File: config.mk
export PLATFORM = sky130hd
export DESIGN_NAME = debug_mem_dumper
export DESIGN_NICKNAME = d
export VERILOG_FILES = /design/src/rtl/debug_mem_dumper.sv
export SDC_FILE = /design/constraint.sdc
export NUM_CORES = 1
export LEC_CHECK = 0
export BUFFER_PORTS_ARGS = -buffer_cell sky130_fd_sc_hd__buf_4
export CAP_MARGIN = 20
export CORE_MARGIN = 1.5
export CORE_UTILIZATION = 57
export DETAILED_ROUTE_END_ITERATION = 8
export PLACE_DENSITY = 0.85
export SLEW_MARGIN = 20
export SYNTH_ARGS = -nofsm -noshare
export SYNTH_HDL_FRONTEND = slang
export SYNTH_SLANG_ARGS = --single-unit
File: constraint.sdc
create_clock -name i_clk -period 4.55 [get_ports i_clk]
set_input_delay 0.91 -clock i_clk [delete_from_list [all_inputs] [get_ports i_clk]]
set_output_delay 0.91 -clock i_clk [all_outputs]
set_load 0.02 [all_outputs]
File: src/rtl/debug_mem_dumper.sv
// debug_mem_dumper
// Debug-unit sequencer that walks the whole data memory while the pipeline
// is halted and streams every word MSB-first, one byte at a time, through the
// UART TX start/done handshake. While busy it raises the debug override so the
// MEM-stage access select hands the read port to this block.
//
// Optional feature macro: DEBUG_DUMP_CHECKSUM_EN
//   When defined, one extra byte (XOR of every transmitted data byte) is sent
//   after the last word, before the completion pulse.
module debug_mem_dumper #(
  parameter int REG_SIZE  = 5,
  parameter int DATA_SIZE = 32,
  parameter int MEM_DEPTH = 32
) (
  input  logic                 i_clk,
  input  logic                 i_reset_n,
  input  logic                 i_start,
  input  logic [DATA_SIZE-1:0] i_mem_data,
  input  logic                 i_tx_done,
  output logic                 o_debug_unit_flag,
  output logic                 o_mem_read_enable,
  output logic [REG_SIZE-1:0]  o_mem_read_addr,
  output logic                 o_tx_start,
  output logic [7:0]           o_tx_data,
  output logic                 o_busy,
  output logic                 o_done
);

  localparam int NBYTES = DATA_SIZE / 8;
  localparam int IDXW   = (NBYTES > 1) ? $clog2(NBYTES) : 1;

  localparam logic [REG_SIZE-1:0] LAST_ADDR = REG_SIZE'(MEM_DEPTH - 1);
  localparam logic [IDXW-1:0]     TOP_IDX   = IDXW'(NBYTES - 1);

  typedef enum logic [2:0] {
    IDLE,
    REQ,
    CAPTURE,
    SEND,
    WAIT_TX,
    NEXT,
    FINISH
`ifdef DEBUG_DUMP_CHECKSUM_EN
    ,
    CHKSUM
`endif
  } state_t;

  state_t                state_q, state_d;
  logic [REG_SIZE-1:0]   addr_q, addr_d;
  logic [DATA_SIZE-1:0]  word_q, word_d;
  logic [IDXW-1:0]       idx_q, idx_d;
  logic [7:0]            cur_byte;
  logic [7:0]            tx_byte;

`ifdef DEBUG_DUMP_CHECKSUM_EN
  logic [7:0]            acc_q, acc_d;
  logic                  chk_q, chk_d;
`endif

  // Byte of the captured word selected by the down-counting byte index,
  // so index NBYTES-1 (the most significant byte) goes out first.
  always_comb begin
    cur_byte = word_q[{idx_q, 3'b000} +: 8];
  end

`ifdef DEBUG_DUMP_CHECKSUM_EN
  // While the checksum byte is being sent the accumulator replaces the word byte.
  always_comb begin
    tx_byte = chk_q ? acc_q : cur_byte;
  end
`else
  // Without the checksum feature the transmitted byte is always a word byte.
  always_comb begin
    tx_byte = cur_byte;
  end
`endif

  // Sequencer next-state logic; all outputs are decoded from the current state
  // so an asynchronous reset drives every output low immediately.
  always_comb begin
    state_d           = state_q;
    addr_d            = addr_q;
    word_d            = word_q;
    idx_d             = idx_q;
`ifdef DEBUG_DUMP_CHECKSUM_EN
    acc_d             = acc_q;
    chk_d             = chk_q;
`endif
    o_mem_read_enable = 1'b0;
    o_mem_read_addr   = '0;
    o_tx_start        = 1'b0;
    o_tx_data         = 8'h00;
    o_done            = 1'b0;
    o_busy            = (state_q != IDLE);
    o_debug_unit_flag = (state_q != IDLE);

    case (state_q)
      IDLE: begin
        if (i_start) begin
          state_d = REQ;
          addr_d  = '0;
`ifdef DEBUG_DUMP_CHECKSUM_EN
          acc_d   = 8'h00;
          chk_d   = 1'b0;
`endif
        end
      end

      REQ: begin
        o_mem_read_enable = 1'b1;
        o_mem_read_addr   = addr_q;
        state_d           = CAPTURE;
      end

      CAPTURE: begin
        word_d  = i_mem_data;
        idx_d   = TOP_IDX;
        state_d = SEND;
      end

      SEND: begin
        o_tx_start = 1'b1;
        o_tx_data  = tx_byte;
`ifdef DEBUG_DUMP_CHECKSUM_EN
        if (!chk_q) begin
          acc_d = acc_q ^ cur_byte;
        end
`endif
        state_d = WAIT_TX;
      end

      WAIT_TX: begin
        o_tx_data = tx_byte;
        if (i_tx_done) begin
          if (idx_q != '0) begin
            idx_d   = idx_q - IDXW'(1);
            state_d = SEND;
          end else begin
`ifdef DEBUG_DUMP_CHECKSUM_EN
            state_d = chk_q ? FINISH : NEXT;
`else
            state_d = NEXT;
`endif
          end
        end
      end

      NEXT: begin
        if (addr_q == LAST_ADDR) begin
`ifdef DEBUG_DUMP_CHECKSUM_EN
          state_d = CHKSUM;
`else
          state_d = FINISH;
`endif
        end else begin
          addr_d  = addr_q + REG_SIZE'(1);
          state_d = REQ;
        end
      end

`ifdef DEBUG_DUMP_CHECKSUM_EN
      CHKSUM: begin
        chk_d   = 1'b1;
        idx_d   = '0;
        state_d = SEND;
      end
`endif

      FINISH: begin
        o_done  = 1'b1;
        state_d = IDLE;
      end

      default: begin
        state_d = IDLE;
      end
    endcase
  end

  // State, address counter, word register and byte index registers.
  always_ff @(posedge i_clk or negedge i_reset_n) begin
    if (!i_reset_n) begin
      state_q <= IDLE;
      addr_q  <= '0;
      word_q  <= '0;
      idx_q   <= '0;
    end else begin
      state_q <= state_d;
      addr_q  <= addr_d;
      word_q  <= word_d;
      idx_q   <= idx_d;
    end
  end

`ifdef DEBUG_DUMP_CHECKSUM_EN
  // Running XOR of sent data bytes and the flag marking the checksum byte.
  always_ff @(posedge i_clk or negedge i_reset_n) begin
    if (!i_reset_n) begin
      acc_q <= 8'h00;
      chk_q <= 1'b0;
    end else begin
      acc_q <= acc_d;
      chk_q <= chk_d;
    end
  end
`endif

endmodule

==> results of run 1 <==
power by group:
part	switching, mW	internal, mW	total [mW]
clock network	0.126	0.122	0.248
registers	0.172	0.546	0.718
logic	0.315	0.469	0.784
area by class of cell:
class,count,area share (%)
multi-input combinational,101,38.1
clock buffer,6,3.14
clock inverter,2,0.475
timing repair buffer,54,15.4
tap,48,2.28
sequential,42,39.9
inverter,5,0.713
worst max-delay path: cells and delay by family, from the launching register on:
| family | cells | cell delay (ns) |
|---|---|---|
| DFF | 1 | 0.72 |
| muxes | 1 | 0.59 |
| buffers and inverters | 1 | 0.17 |
| and+or+nand+nor | 1 | 0.15 |
placed cells by master (no fill, tap or decap), types with 3 or more instances in the layout:
| cell | count |
|---|---|
| inv_1 | 4 |
| dfrtp_1 | 42 |
| clkbuf_8 | 6 |
| buf_4 | 54 |
| mux2_1 | 4 |
| mux2_2 | 33 |
| ha_1 | 3 |
| o21ai_0 | 4 |
| mux4_2 | 8 |
| and3_1 | 3 |
| nor2b_1 | 12 |
| nor2_1 | 5 |
| and2_1 | 5 |
through the flow:
step | power (mW) | utilization, %
6_report | 1.75 | 72.5
5_1_grt | 1.86 | 72.5
4_1_cts | 1.76 | 72.5
3_5_place_dp | 1.51 | 69.9
3_3_place_gp | 1.47 | 69.9
2_1_floorplan | 1.32 | -
registers in the layout, indices dropped and copies added (netlist names):
register,cells
state_q,3
addr_q,5
idx_q,2
word_q,32
metal layers:
layer	track usage [%]	up-vias	wire length, um
met3	5.63	6	189
li1	-	669	-
met2	38.3	33	2020
met4	7.18	0	60
met1	27.6	731	1730
met5	0	-	0
cell families after synthesis:
kind of cell,after synthesis,share of synthesized area (%)
AOI/OAI and AO/OA,14,4.50
adders and majority gates,3,1.75
buffers and inverters,14,4.03
DFF,42,49.1
muxes,46,28.3
and+or+nand+nor,38,12.3
worst max path at each step:
stage / to / depth (start not counted)
2_1_floorplan: o_mem_read_addr[0] / 4
3_3_place_gp: o_tx_data[6] / 3
3_5_place_dp: o_tx_data[7] / 3
4_1_cts: o_tx_data[4] / 3
5_1_grt: o_tx_data[4] / 3
6_report: o_tx_data[4] / 3
==> impl_results.md, run 1 <==
- Crit path DAT: ~1.9 ns
- Port bufs: 53
- FF-to-FF path depth: 6
- Crit path cell chain: mux4_2 > nor2b_1 > buf_4
- Resized cells post-CTS: 0
- Clock Latency Late Sink: 0.30 ns
- Ys flop type: dfrtp_1
- Worst-path maximum fanout: 11
- Post-DRT Antenna Nets: 0
- Crit path max-delay cell type: dfrtp_1
- Post-Syn Nets: just under 200
- Async set or reset register ratio after synthesis: 100%
- Ports: 54
- Final period util: 62.3%
- Max_cap viols: 0
- Hold wc startpoint: word_q[18]$_DFFE_PN0P_
- Critical path class: reg2out
- DRC Markers: 0
- CP required: 3.64 ns
- Final wirelength: 4000 um
- Final hold violation count: 0
- H-tree levels: 2
- FF+latch count, synth: 42
- CORE AREA: 3630 sq um
- Pwr Density: 664 nW/um^2
- Largest net degree at the start of global routing: 43
- # fillers: 273
- Post-synth top cells: dfrtp_1 (42), mux2_2 (33), nor2b_1 (12)
- Count of cell types in the netlist: 36
- Min Tclk post-route: 2.83 ns
- Gpl congestion: between 0.8 and 0.9
- Area leader, netlist: dfrtp_1
- Cell depth of the worst hold path: 1
- Die Y: 64.3 um
- CTS tree: built
- Worst Setup SP: idx_q[0]$_DFFE_PN0P_
- Via count: 1439
- Root buffer selected by CTS: clkbuf_8
- Worst slack, placed: 2.02 ns
- Hold-fix buffers, CTS: 0
- Count leader, synth: dfrtp_1
- Multi-input logic area: 1000 sq um
- Layout cell share with drive strength beyond 1: a little over 50%
- Buffer levels on the longest clock path: 2
- FP Rows: 22
- First-pass GRT wire length: 6870 um
- Growth of design area from synthesis to finish: 23.0%
- Clock Skews: 0.00708 ns
- DIE WIDTH: approximately 64 um
- Total Neg Setup Slack: 0 ns
- Ranking of synthesized cells by area: dfrtp_1 (49%), mux2_2 (17%), mux4_2 (8.4%)
- Worst r2r dst: addr_q[2]$_DFFE_PN0P_
- Cells after synthesis: 157
- Via density: 5.58
- Placed cells: 250
- Hpwl dp: between 2000 and 3000 um
- Diodes inserted: 0
- Register area: roughly 1100 sq um
- CTS clk-pin slew, worst paths: ~0.08 ns
- RSZ-0062 raised after global routing: false
- Relative slew slack: between 60 and 70%
- Hold/Removal Path Class: reg2reg
- Layout Cells excl Fill: 258
- Iteration-0 DRC Markers: 71
- Reg2Reg Setup Slack: 2.63 ns
- Nets: 248
- Pre-Repair DR Iteration Count: 4
- Vias in the first global route: 1498
- GRT Overall Usage: 22.3%
- Final worst setup slack: 1.72 ns
- Worst r2r src: addr_q[0]$_DFFE_PN0P_
- Setup bufs post-CTS: 0
- Slew Limit Fails: 0
- Min Hold Slack: 0.490 ns
- Initial Utilization: 58.9%
- Worst VDD drop: ~0.00033 V
- Launching element type of the critical path: flop
- Remaining Overflow, GRT: 0
- Number of enable flip-flop cells after synthesis: 0
- Outcome: finished clean
- Post-Syn Area per Cell: roughly 14 sq um
- Post-DP Area: 2540 sq um
- Final setup fails: 0
- Worst-Margin Slew: 0.590 ns
- Syn. warnings: 0
- Antenna violations before repair: 0
- Final instance area: 2630 sq um
- Largest stage delay on the critical path: 0.72 ns
- Max Clock Freq: 353 MHz
- P_leak: 1.23 nW
- WHS Endpoint: word_q[18]$_DFFE_PN0P_
- CTS Sinks: 42
- Share of Yosys cell area claimed by the top area cell type: between 40% and 50%
- Die ar.: 4130 sq um
- Drt wl/cell: 15.5 um
- CTS buffer count: 5
- Post-synthesis sequential area ratio: 49.1%
- Worst Setup End Kind: primary output
- Synthesized area: 2140 sq um
Power figures use the tool's default switching activity.
==> run 2: changes to the inputs <==
ABC_AREA = 1   (was unset)
CORE_UTILIZATION = 54   (was 57)
PLACE_DENSITY = 0.8   (was 0.85)
clock period = 2.9 ns   (was 4.55 ns; I/O delays follow)
==> impl_results.md, run 2 <==
- Crit path DAT: 1.79 ns
- Hold/Removal Path Class: in2async
- Post-DRT Antenna Nets: 0
- Commonest non-fill, non-tap cell in the layout: buf_4
- Remaining Overflow, GRT: 0
- Cells after synthesis: around 300
- Ports: 54
- Post-Syn Area per Cell: about 7.8 sq um
- H-tree levels: 2
- Root buffer selected by CTS: clkbuf_8
- Total Neg Setup Slack: 0 ns
- Die Y: 69.2 um
- Flop pwr share: 36.3%
- Internal power: between 1.5 and 2 mW
- Met1 Usage GRT: 29.0%
- Multi-input logic area: ~1000 sq um
- Worst-Margin Slew: 0.803 ns
- Largest net degree at the start of global routing: 43
- FP Rows: 23
- Most frequent cells in the layout: buf_4 (54), inv_1 (49), nand2_1 (48)
- Pwr Density: 1040 nW/um^2
- Layout cell share with drive strength beyond 1: 31.7%
- Async set or reset register ratio after synthesis: 100%
- Post-synthesis adder-cell area fraction: 1.58%
- DRC Markers: 0
- Nets: 391
- Ranking of synthesized cells by area: dfrtp_1 (44%), inv_1 (7.8%), nand2_1 (7.6%)
- Critical path class: reg2out
- Met2 GRT Util: 34.0%
- Final period util: between 80% and 90%
- Area leader, netlist: dfrtp_1
- Via count: 2016
- Min Hold Slack: 0.262 ns
- Growth of design area from synthesis to finish: 20.0%
- CTS Sinks: 42
- Share of Yosys cell area claimed by the top area cell type: 44.4%
- Slew Limit Fails: 0
- Gpl congestion: 0.793
- Post-Syn Nets: 342
- Outcome: finished clean
- Die ar.: 4790 sq um
- Diodes inserted: 0
- Largest family of logic cells by synthesized area: simple AND/OR/NAND/NOR gates
- Antenna violations before repair: 0
- Via density: 5.00
- Worst-path maximum fanout: 10
- Switching share of total power: 45.0%
- Final setup fails: 0
- Max Clock Freq: 422 MHz
- Register area: 1050 sq um
- Clock Latency Late Sink: 0.29 ns
- Max_cap viols: 0
- Hold-fix buffers, CTS: 0
- Hpwl dp: 3470 um
- Drt wl/cell: 11.8 um
- Count of cell types in the netlist: 22
- CP required: 2.32 ns
- Launching element type of the critical path: flop
- Top Registers: word_q (32), addr_q (5), state_q (3)
- RSZ-0062 raised after global routing: false
- Pre-Repair DR Iteration Count: 4
- Count leader, synth: inv_1
- Final hold violation count: 0
- CTS buffer count: 5
- Worst r2r dst: word_q[1]$_DFFE_PN0P_
- GRT Overall Usage: 21.3%
- P_leak: roughly 1.5 nW
- P_sw: 1.33 mW
- Largest Register: word_q
- Buffer levels on the longest clock path: 2
- Clock network power share: 12.9%
- Iteration-0 DRC Markers: 115
- Synthesized area: 2370 sq um
- Post-synthesis mux area share: 0%
- CORE AREA: 4120 sq um
- DIE WIDTH: 69.2 um
- Post-synth top cells: inv_1 (49), nand2_1 (48), nor2_1 (46)
- Combinational Power Share: 50.8%
- FF-to-FF path depth: 5
- Number of enable flip-flop cells after synthesis: 0
- CTS clk-pin slew, worst paths: 0.08 ns
- Relative slew slack: 46.4%
- Resized cells post-CTS: 0
- Final Util: 69.1%
- Clock Skews: 0.00957 ns
- Global route hottest layer: met2
- Synth Area in Simple Gates: between 20 and 30%
- FF+latch count, synth: 42
- Post-synthesis compound-gate area fraction: 16.1%
- Syn. warnings: 0
- Ys flop type: dfrtp_1
- Met3 Use GR: 5.67%
- Initial Utilization: 57.6%
- Post-synthesis sequential area ratio: between 40% and 50%
- # fillers: between 300 and 400
- Synth Area in XOR/XNOR: 0%
- Worst VDD drop: 0.000806 V
- Max reg flops: 32
- Min Tclk post-route: between 2 and 2.5 ns
- Vias in the first global route: around 1.9k
- First-pass GRT wire length: 8350 um
- Port bufs: 53
- Reg2Reg Setup Slack: 0.94 ns
- Final wirelength: 4760 um
- Worst r2r src: state_q[2]$_DFFE_PN0P_
- Worst Setup End Kind: primary output
- Setup bufs post-CTS: 0
- CTS tree: built
[run 2: final cells by class]
class	instances	area share (%)
Multi-Input combinational cell	195	35.6
Sequential cell	42	37.0
Tap cell	50	2.20
Inverter	53	7.09
Clock inverter	1	0.176
Timing Repair Buffer	55	15.0
Clock buffer	7	3.04
[run 2: per-layer routing]
layer,vias to the layer above,wire [um]
met5,-,0
met4,0,40
met3,4,305
met2,63,2230
met1,922,2190
li1,1027,-
[run 2: power by group through the flow]
stage | sequential, mW | clock [mW] | combinational (mW)
3_3_place_gp | 1.07 | 0 | 1.47
4_1_cts | 1.07 | 0.393 | 1.51
5_1_grt | 1.11 | 0.427 | 1.67
2_1_floorplan | 0.993 | 0 | 1.25
3_5_place_dp | 1.08 | 0 | 1.50
6_report | 1.07 | 0.383 | 1.50
[run 2: worst max-delay path by stage]
stage                     cells past startpoint  slack [ns]                   start                  to
final                                         5        0.53    idx_q[1]$_DFFE_PN0P_        o_tx_data[6]
after floorplan                               5        0.93  state_q[1]$_DFFE_PN0P_  o_mem_read_addr[0]
after CTS                                     5        0.55    idx_q[1]$_DFFE_PN0P_        o_tx_data[6]
after detailed placement                      5        0.88    idx_q[1]$_DFFE_PN0P_        o_tx_data[6]
after global routing                          5        0.40    idx_q[1]$_DFFE_PN0P_        o_tx_data[6]
after global placement                        5        0.87    idx_q[1]$_DFFE_PN0P_        o_tx_data[4]
[run 2: critical path, stage by stage (launching register included)]
cell and delay (ns):
dfrtp_1 0.53, clkinv_1 0.31, nor2_1 0.16, o21ai_0 0.10, a21oi_1 0.21, buf_4 0.18
[run 2: stage by stage]
step | cells | setup slack, ns | cell area (sq um) | total power [mW]
2_1_floorplan | 303 | 0.932 | 2370 | 2.24
3_3_place_gp | 395 | 0.867 | 2750 | 2.54
3_5_place_dp | 395 | 0.882 | 2750 | 2.58
4_1_cts | 403 | 0.548 | 2840 | 2.97
5_1_grt | 403 | 0.400 | 2840 | 3.21
6_report | 403 | 0.532 | 2840 | 2.96
[run 2: logic make-up (layout without fill, tap and decap cells)]
| family | after synthesis | in the layout |
|---|---|---|
| buf+inv | 66 | 116 |
| compound gates | 61 | 61 |
| fa+ha+maj | 3 | 3 |
| flops | 42 | 42 |
| simple gates | 131 | 131 |
